==> src/rtl/silife_gen_scheduler.sv <==
// silife_gen_scheduler
//   Sequences Game-of-Life generations. Emits one-cycle step pulses to the
//   cell matrix enable in single-step, free-run (programmable period) or
//   burst-of-N modes. With display sync enabled, each step is held until the
//   MAX7219 scanner is idle and is followed by a one-cycle frame request.
//   Keeps a wrapping count of executed generations.
//
// Ports
//   clk, reset        clock, synchronous active-high reset
//   i_run             level: free-run enable
//   i_step            pulse: one generation (accepted in IDLE only)
//   i_burst_start     pulse: burst of i_burst_count generations (IDLE only)
//   i_burst_count     burst length, sampled on accepted i_burst_start
//   i_abort           pulse: cancel activity, back to IDLE
//   i_period          idle cycles between steps, sampled at each reload
//   i_sync_display    level: hold step while display busy, then request frame
//   i_display_busy    MAX7219 scanner busy
//   i_clear_gen       pulse: zero the generation counter
//   o_step            one-cycle matrix enable
//   o_frame           one-cycle frame request
//   o_busy            high in every state except IDLE
//   o_burst_done      one-cycle pulse when the last burst step completes
//   o_generation      generations executed since reset/clear

module silife_gen_scheduler #(
    parameter int unsigned PERIOD_BITS = 24,
    parameter int unsigned BURST_BITS  = 16,
    parameter int unsigned GEN_BITS    = 32
) (
    input  logic                   clk,
    input  logic                   reset,
    input  logic                   i_run,
    input  logic                   i_step,
    input  logic                   i_burst_start,
    input  logic [BURST_BITS-1:0]  i_burst_count,
    input  logic                   i_abort,
    input  logic [PERIOD_BITS-1:0] i_period,
    input  logic                   i_sync_display,
    input  logic                   i_display_busy,
    input  logic                   i_clear_gen,
    output logic                   o_step,
    output logic                   o_frame,
    output logic                   o_busy,
    output logic                   o_burst_done,
    output logic [GEN_BITS-1:0]    o_generation
);

    typedef enum logic [2:0] {
        S_IDLE,
        S_WAIT,
        S_SYNC,
        S_STEP,
        S_FRAME
    } state_t;

    typedef enum logic [1:0] {
        M_SINGLE,
        M_BURST,
        M_RUN
    } mode_t;

    state_t                 state_q, state_d;
    mode_t                  mode_q, mode_d;
    logic [PERIOD_BITS-1:0] cnt_q, cnt_d;
    logic [BURST_BITS-1:0]  remaining_q, remaining_d;
    logic                   done_d;
    logic                   complete;

    always_comb begin
        state_d     = state_q;
        mode_d      = mode_q;
        cnt_d       = cnt_q;
        remaining_d = remaining_q;
        done_d      = 1'b0;
        complete    = 1'b0;

        case (state_q)
            S_IDLE: begin
                if (i_step) begin
                    mode_d  = M_SINGLE;
                    state_d = S_SYNC;
                end else if (i_burst_start) begin
                    // A zero-length burst is swallowed without any done pulse.
                    if (i_burst_count != '0) begin
                        remaining_d = i_burst_count;
                        mode_d      = M_BURST;
                        cnt_d       = i_period;
                        state_d     = S_WAIT;
                    end
                end else if (i_run) begin
                    mode_d  = M_RUN;
                    cnt_d   = i_period;
                    state_d = S_WAIT;
                end
            end
            S_WAIT: begin
                if (mode_q == M_RUN && !i_run) begin
                    state_d = S_IDLE;
                end else if (cnt_q == '0) begin
                    state_d = S_SYNC;
                end else begin
                    cnt_d = cnt_q - PERIOD_BITS'(1);
                end
            end
            S_SYNC: begin
                if (!(i_sync_display && i_display_busy)) begin
                    state_d = S_STEP;
                end
            end
            S_STEP: begin
                if (mode_q == M_BURST) begin
                    remaining_d = remaining_q - BURST_BITS'(1);
                end
                if (i_sync_display) begin
                    state_d = S_FRAME;
                end else begin
                    complete = 1'b1;
                end
            end
            S_FRAME: complete = 1'b1;
            default: state_d = S_IDLE;
        endcase

        // Shared by STEP (sync off) and FRAME; remaining_d already reflects
        // the decrement taken in STEP, so both paths test the same value.
        if (complete) begin
            case (mode_q)
                M_BURST: begin
                    if (remaining_d == '0) begin
                        state_d = S_IDLE;
                        done_d  = 1'b1;
                    end else begin
                        cnt_d   = i_period;
                        state_d = S_WAIT;
                    end
                end
                M_RUN: begin
                    if (!i_run) begin
                        state_d = S_IDLE;
                    end else begin
                        cnt_d   = i_period;
                        state_d = S_WAIT;
                    end
                end
                default: state_d = S_IDLE;
            endcase
        end

        if (i_abort) begin
            state_d = S_IDLE;
            done_d  = 1'b0;
        end
    end

    // Outputs are registered from the next-state decode so that they line up
    // with the state they describe.
    always_ff @(posedge clk) begin
        if (reset) begin
            state_q      <= S_IDLE;
            mode_q       <= M_SINGLE;
            cnt_q        <= '0;
            remaining_q  <= '0;
            o_step       <= 1'b0;
            o_frame      <= 1'b0;
            o_busy       <= 1'b0;
            o_burst_done <= 1'b0;
            o_generation <= '0;
        end else begin
            state_q      <= state_d;
            mode_q       <= mode_d;
            cnt_q        <= cnt_d;
            remaining_q  <= remaining_d;
            o_step       <= (state_d == S_STEP);
            o_frame      <= (state_d == S_FRAME);
            o_busy       <= (state_d != S_IDLE);
            o_burst_done <= done_d;
            if (i_clear_gen) begin
                o_generation <= '0;
            end else if (state_d == S_STEP) begin
                o_generation <= o_generation + GEN_BITS'(1);
            end
        end
    end

endmodule

==> config.mk <==
export PLATFORM = sky130hd
export DESIGN_NAME = silife_gen_scheduler
export DESIGN_NICKNAME = d
export VERILOG_FILES = /design/src/rtl/silife_gen_scheduler.sv
export SDC_FILE = /design/constraint.sdc
export NUM_CORES = 1
export LEC_CHECK = 0
export BUFFER_PORTS_ARGS = -buffer_cell sky130_fd_sc_hd__buf_2
export CAP_MARGIN = 20
export CORE_MARGIN = 2
export CORE_UTILIZATION = 50
export DETAILED_ROUTE_END_ITERATION = 16
export GPL_TIMING_DRIVEN = 0
export PLACE_DENSITY = 0.74
export SETUP_SLACK_MARGIN = 0.15
export SYNTH_ARGS = -nofsm -noshare
export SYNTH_HDL_FRONTEND = slang
export SYNTH_SLANG_ARGS = --single-unit
==> constraint.sdc <==
create_clock -name clk -period 10.8 [get_ports clk]
set_input_delay 3.24 -clock clk [delete_from_list [all_inputs] [get_ports clk]]
set_output_delay 3.24 -clock clk [all_outputs]
set_load 0.02 [all_outputs]
==> results.py, run 1 <==
metrics = {
    "synth": {
        "async_flop_share_pct": 0,
        "synth_cells": 617,
        "yosys_register_bits": 81,
        "synth-main-ff-cell": "dfxtp_1",
        "synth_area_leaders": "dfxtp_1, a21oi_1, nor2_1",
        "ys_types": 79,
        "synth_top_area_share_pct": 33.6,
        "synth-edff-count": 0,
        "synth.largest_area_cell": "dfxtp_1",
        "yosysMostFrequentCell": "dfxtp_1",
        "ys_warn_count": 0,
        "syn_avg_cell_area_sq_um": 7.83,
        "syn_area_sq_mm": 0.00483,
        "synth_commonest_cells": "dfxtp_1, nor2_1, nand2_1",
        "synth_nets": 672,
        "synth-seq-area-share_pct": 33.6,
    },
    "power": {
        "leakage_nw": 2.03,
        "powerDensity_mw_per_mm2": 133,
        "ir_drop_mv": 0.0747,
    },
    "worst_setup_path": {
        "crit_arrival_ps": 6800,
        "crit_buf_inv": 3,
        "startpoint_type": "input port",
        "slowest_stage": "o211ai_2",
        "crit_chain": "buf_2 -> nor4_1 -> nand3_1 -> o21ai_2 -> and2_1 -> a31oi_1 -> o211ai_2 -> clkbuf_1 -> clkbuf_1 -> o21ai_0 -> a21oi_1",
        "required_ps": 11090,
        "critPathKind": "in2reg",
        "crit_path_frequent_cell": "clkbuf_1",
        "cp_top_family": "compound AO/OA/AOI/OAI gates",
        "crit_path_end_kind": "flop",
        "slowest_delay_ps": 510,
        "cp_max_fo": 10,
    },
    "drt": {
        "num_vias": 5261,
        "m1WireLength_um": 6000,
        "drt_wl_total_um": 13900,
        "ant_nets": 0,
        "top_layer_used": "met4",
        "dr.pass1.iters": 5,
        "wl_per_cell_um": 16.5,
        "routed-wl-met3_um": 904,
        "met2_length_um": 6780,
        "vias_per_cell": 6.23,
        "drc": 0,
        "first_iter_violations": 319,
    },
    "placement": {
        "placed_area_sq_mm": 0.00541,
        "portBuffers": 83,
        "hpwl_um": 10300,
        "gp_congestion": 0.940,
    },
    "clock_network": {
        "cts.repair.resized": 0,
        "cts_buffer_depth": 2,
        "clock_sinks": 81,
        "cts_made_buffers": 9,
        "cts_max_level": 3,
        "clk_latency_ps": 360,
        "hold_buffers": 0,
        "tritoncts": "built",
        "clkTransAtPathRegs_ps": 100,
        "cts-root-buf": "clkbuf_8",
        "postCtsSetupBuffers": 0,
    },
    "floorplanning": {
        "start_util_pct": 51.8,
        "io_pins": 85,
        "die_w_um": 102,
        "dieArea_sq_mm": 0.0105,
        "die_h_um": 102,
        "core_area_sq_mm": 0.00933,
        "rows": 35,
    },
    "grt": {
        "antenna_found_initial": 0,
        "grt-ovfl-total": 0,
        "track_usage_pct": 26.8,
        "grt_pass1_vias": 4799,
        "grt_pass1_wl_um": 22500,
        "grt_max_degree": 15,
    },
    "sta": {
        "slew_viol_final": 0,
        "worstMarginPinSlew_ps": 925,
        "hold_violations": 0,
        "rsz0062_at_grt": "false",
        "fin_crit_sh_pct": 60.2,
        "tns_ps": 0,
        "max_freq_mhz": 154,
        "period_minus_slack_ps": 6500,
        "hold_slack_ps": 485,
        "skew_ps": 14.9,
        "slew_headroom_pct": 37.8,
        "finalSetupViolations": 0,
    },
    "job": {
        "max_cap_viol_count": 0,
    },
    "final_layout": {
        "antennaDiodeCount": 0,
        "drive_gt1_share_pct": 18.6,
        "fin_nets": 766,
        "finalInstanceArea_sq_mm": 0.00560,
        "area_growth_pct": 16.0,
    },
    "run_status": {
        "status": "finished clean",
    },
    "min_path": {
        "hold_path.class": "reg2reg",
    },
}
-- flip-flops by register name, indices dropped and copies added (netlist names) --
register,flops
cnt_q,24
o_frame,1
mode_q,2
remaining_q,16
o_step,1
state_q,3
o_generation,32
o_burst_done,1
o_busy,1
-- layout by cell type (no fill, tap or decap), types with 13 or more instances in the layout --
master     n
nand3_1   23
a22o_1    17
nand2_1   55
o21ai_0   47
nor2_1    63
inv_1     16
a31oi_1   19
nand4_1   13
buf_2     91
clkbuf_1  19
nor3_1    18
a21oi_1   52
dfxtp_1   81
or3_1     22
-- metrics by stage --
step / utilization, % / power (mW) / setup slack [ps] / instances
after floorplan: - / 0.467 / 5150 / 617
after global placement: 58.0 / 0.512 / 4100 / 829
after detailed placement: 58.0 / 0.517 / 4020 / 829
after CTS: 60.1 / 0.745 / 4390 / 845
after global routing: 60.1 / 0.780 / 3990 / 845
final: 60.1 / 0.747 / 4300 / 845
-- per-layer routing --
metal | track usage, % | vias to the layer above
met5 | 0 | -
met1 | 34.0 | 2482
met3 | 5.75 | 28
met4 | 8.82 | 0
met2 | 45.2 | 218
li1 | - | 2533
-- worst paths after layout --
| check | from | endpoint | slack, ps | cells past startpoint |
|---|---|---|---|---|
| worst min-delay path | mode_q[1]$_SDFFE_PP0P_ | mode_q[1]$_SDFFE_PP0P_ | 490 | 2 |
| worst min register to register | mode_q[1]$_SDFFE_PP0P_ | mode_q[1]$_SDFFE_PP0P_ | 490 | 2 |
| worst max register to register | state_q[1]$_SDFF_PP0_ | o_generation[29]$_SDFFE_PP0N_ | 7120 | 10 |
| worst max-delay path | i_burst_count[0] | o_generation[29]$_SDFFE_PP0N_ | 4300 | 11 |
-- kinds of logic (layout without fill, tap and decap cells) --
kind of cell	after synthesis	count (layout)	synth area share, %
AOI/OAI and AO/OA	209	209	29.2
xor gates and xnor gates	3	3	0.544
adders and majority gates	6	6	1.55
buffers and inverters	46	145	4.40
DFF	81	81	33.6
muxes	4	4	0.855
and+or+nand+nor	268	268	29.9
-- layout make-up --
type,count,area (sq um)
multi-input combinational,490,3000
fill,922,3720
buffer,30,153
timing repair buffer,83,415
sequential,81,1620
clock inverter,6,67.6
tap,129,161
inverter,16,60.1
clock buffer,10,128
-- report_power, final --
group	switching (mW)	leakage [nW]	internal, mW
Sequential	0.0153	0.658	0.313
Combinational	0.119	1.28	0.0700
Clock	0.122	0.0929	0.108
-- worst register-to-register path, stage by stage (launching register included) --
cell and delay (ps):
dfxtp_1 340, buf_2 190, nor3_2 550, nand3_1 300, and2_1 300, a31oi_1 570
o211ai_2 340, clkbuf_1 330, clkbuf_1 300, o21ai_0 250, a21oi_1 100
No activity file was read; power rests on OpenSTA's default activity.
==> run 2, diff against run 1 <==
Settings changed: PLACE_DENSITY 0.74 to 0.76.
Clock period 10.8 ns to 5.97 ns, I/O delays scaled along.
==> results.py, run 2 (synthesis results as in run 1) <==
metrics = {
    "clock_network": {
        "cts-root-buf": "clkbuf_8",
        "clock_sinks": 81,
        "clk_latency_ps": 370,
        "cts_buffer_depth": 2,
        "hold_buffers": 0,
        "cts.repair.resized": 0,
        "cts_max_level": 3,
        "clkTransAtPathRegs_ps": 90,
        "postCtsSetupBuffers": 0,
        "tritoncts": "built",
        "cts_made_buffers": 9,
    },
    "final_layout": {
        "n_fill_cell": 855,
        "largest_register_ff_count": 32,
        "top_regs": "o_generation (32), cnt_q (24), remaining_q (16)",
        "final_cell_mix": "buf_2, dfxtp_1, nor2_1",
        "register_area_sq_mm": 0.00162,
        "multi_input_area_sq_mm": 0.00300,
        "fin_nets": 767,
        "area_growth_pct": 16.4,
        "finalInstanceArea_sq_mm": 0.00562,
        "drive_gt1_share_pct": 18.6,
        "final_core_util_pct": 60.3,
        "top_register": "o_generation",
        "final_common_cell": "buf_2",
    },
    "power": {
        "seq_power_share_pct": 43.0,
        "powerDensity_mw_per_mm2": 246,
        "ir_drop_mv": 0.126,
        "switching_share_pct": 32.9,
        "p_switching_mw": 0.454,
        "power_mw": 1.38,
        "leakage_nw": 2.04,
        "intPower_mw": 0.928,
        "pwr-share-clk_pct": 32.1,
        "p_comb_share_pct": 24.9,
    },
    "worst_setup_path": {
        "ff2ff_setup_slack_ps": 2360,
        "crit_path_end_kind": "flop",
        "crit_arrival_ps": 5280,
        "r2r_cells": 10,
        "cp_max_fo": 10,
        "required_ps": 6270,
        "r2r_start": "state_q[1]$_SDFF_PP0_",
        "startpoint_type": "input port",
        "r2r-end": "o_generation[15]$_SDFFE_PP0N_",
        "critPathKind": "in2reg",
    },
    "sta": {
        "fin_crit_sh_pct": 83.5,
        "hold_violations": 0,
        "period_minus_slack_ps": 4980,
        "skew_ps": 17.9,
        "slew_headroom_pct": 37.2,
        "rsz0062_at_grt": "false",
        "finalSetupViolations": 0,
        "slew_viol_final": 0,
        "worstMarginPinSlew_ps": 934,
        "tns_ps": 0,
        "max_freq_mhz": 201,
    },
    "drt": {
        "ant_nets": 0,
        "dr.pass1.iters": 6,
        "top_layer_used": "met4",
        "wl_per_cell_um": 16.6,
        "m1WireLength_um": 5980,
        "drc": 0,
        "num_vias": 5316,
        "vias_per_cell": 6.28,
        "met2_length_um": 6670,
        "first_iter_violations": 336,
        "routed-wl-met3_um": 979,
        "drt_wl_total_um": 14000,
    },
    "placement": {
        "hpwl_um": 10300,
        "portBuffers": 83,
        "gp_congestion": 0.918,
        "placed_area_sq_mm": 0.00541,
    },
    "job": {
        "max_cap_viol_count": 0,
    },
    "grt": {
        "grt_pass1_vias": 4816,
        "grt-ovfl-total": 0,
        "antenna_found_initial": 1,
        "grt_max_degree": 14,
        "track_usage_pct": 26.9,
        "grt_pass1_wl_um": 22500,
    },
    "min_path": {
        "hold_start": "o_generation[31]$_SDFFE_PP0N_",
        "hold_path.class": "reg2reg",
        "hold_end": "o_generation[31]$_SDFFE_PP0N_",
        "hold_depth": 2,
    },
    "floorplanning": {
        "io_pins": 85,
        "rows": 35,
        "start_util_pct": 51.8,
        "core_area_sq_mm": 0.00933,
        "die_w_um": 102,
        "die_h_um": 102,
        "dieArea_sq_mm": 0.0105,
    },
    "run_status": {
        "status": "finished clean",
    },
}
[run 2: cell count changes in the layout (fill, tap and decap cells not counted)]
| cell | change |
|---|---|
| clkinvlp_4 | -1 |
| buf_2 | +1 |
| diode_2 | +1 |
| bufinv_16 | +1 |
| inv_6 | -1 |
[run 2: through the flow]
stage	std cells	hold slack (ps)	setup slack (ps)
2_1_floorplan	617	453	1770
3_3_place_gp	829	461	771
3_5_place_dp	829	474	691
4_1_cts	844	485	1080
5_1_grt	846	506	676
6_report	846	489	988
[run 2: power groups by stage]
| stage | sequential [mW] | clock, mW | combinational [mW] |
|---|---|---|---|
| floorplan | 0.600 | 0 | 0.245 |
| detailed placement | 0.605 | 0 | 0.332 |
| finish | 0.595 | 0.444 | 0.344 |
| global route | 0.598 | 0.477 | 0.377 |
| global placement | 0.604 | 0 | 0.322 |
| CTS | 0.593 | 0.448 | 0.333 |
[run 2: per-layer routing]
| metal | vias up | GRT usage (%) |
|---|---|---|
| met5 | - | 0 |
| met4 | 0 | 11.5 |
| met3 | 40 | 4.79 |
| met2 | 238 | 44.8 |
| met1 | 2502 | 34.2 |
| li1 | 2536 | - |
[run 2: cell type report]
cell class / count / share of cell area (%)
Inverter: 16 / 1.07
Clock buffer: 10 / 2.27
Antenna cell: 1 / 0.0445
Multi-Input combinational cell: 490 / 53.3
Buffer: 30 / 2.71
Timing Repair Buffer: 84 / 7.47
Tap cell: 129 / 2.87
Clock inverter: 5 / 1.45
Sequential cell: 81 / 28.8
[run 2: worst max path at each step]
stage / end / startpoint / cells after the start / slack, ps
floorplan: cnt_q[13]$_SDFF_PP0_ / i_burst_count[0] / 11 / 1770
global placement: o_generation[13]$_SDFFE_PP0N_ / i_burst_count[0] / 11 / 770
detailed placement: o_generation[15]$_SDFFE_PP0N_ / i_burst_count[0] / 11 / 690
CTS: o_generation[15]$_SDFFE_PP0N_ / i_burst_count[0] / 11 / 1080
global route: o_generation[27]$_SDFFE_PP0N_ / i_burst_count[0] / 11 / 680
finish: o_generation[15]$_SDFFE_PP0N_ / i_burst_count[0] / 11 / 990
[run 2: worst max-delay path, stage by stage]
cell and delay [ps]:
buf_2 110, nor4_1 440, nand3_1 250, o21ai_2 440, and2_1 300, a31oi_1 260
o211ai_2 460, clkbuf_1 440, clkbuf_1 420, o21ai_0 180, a21oi_1 160
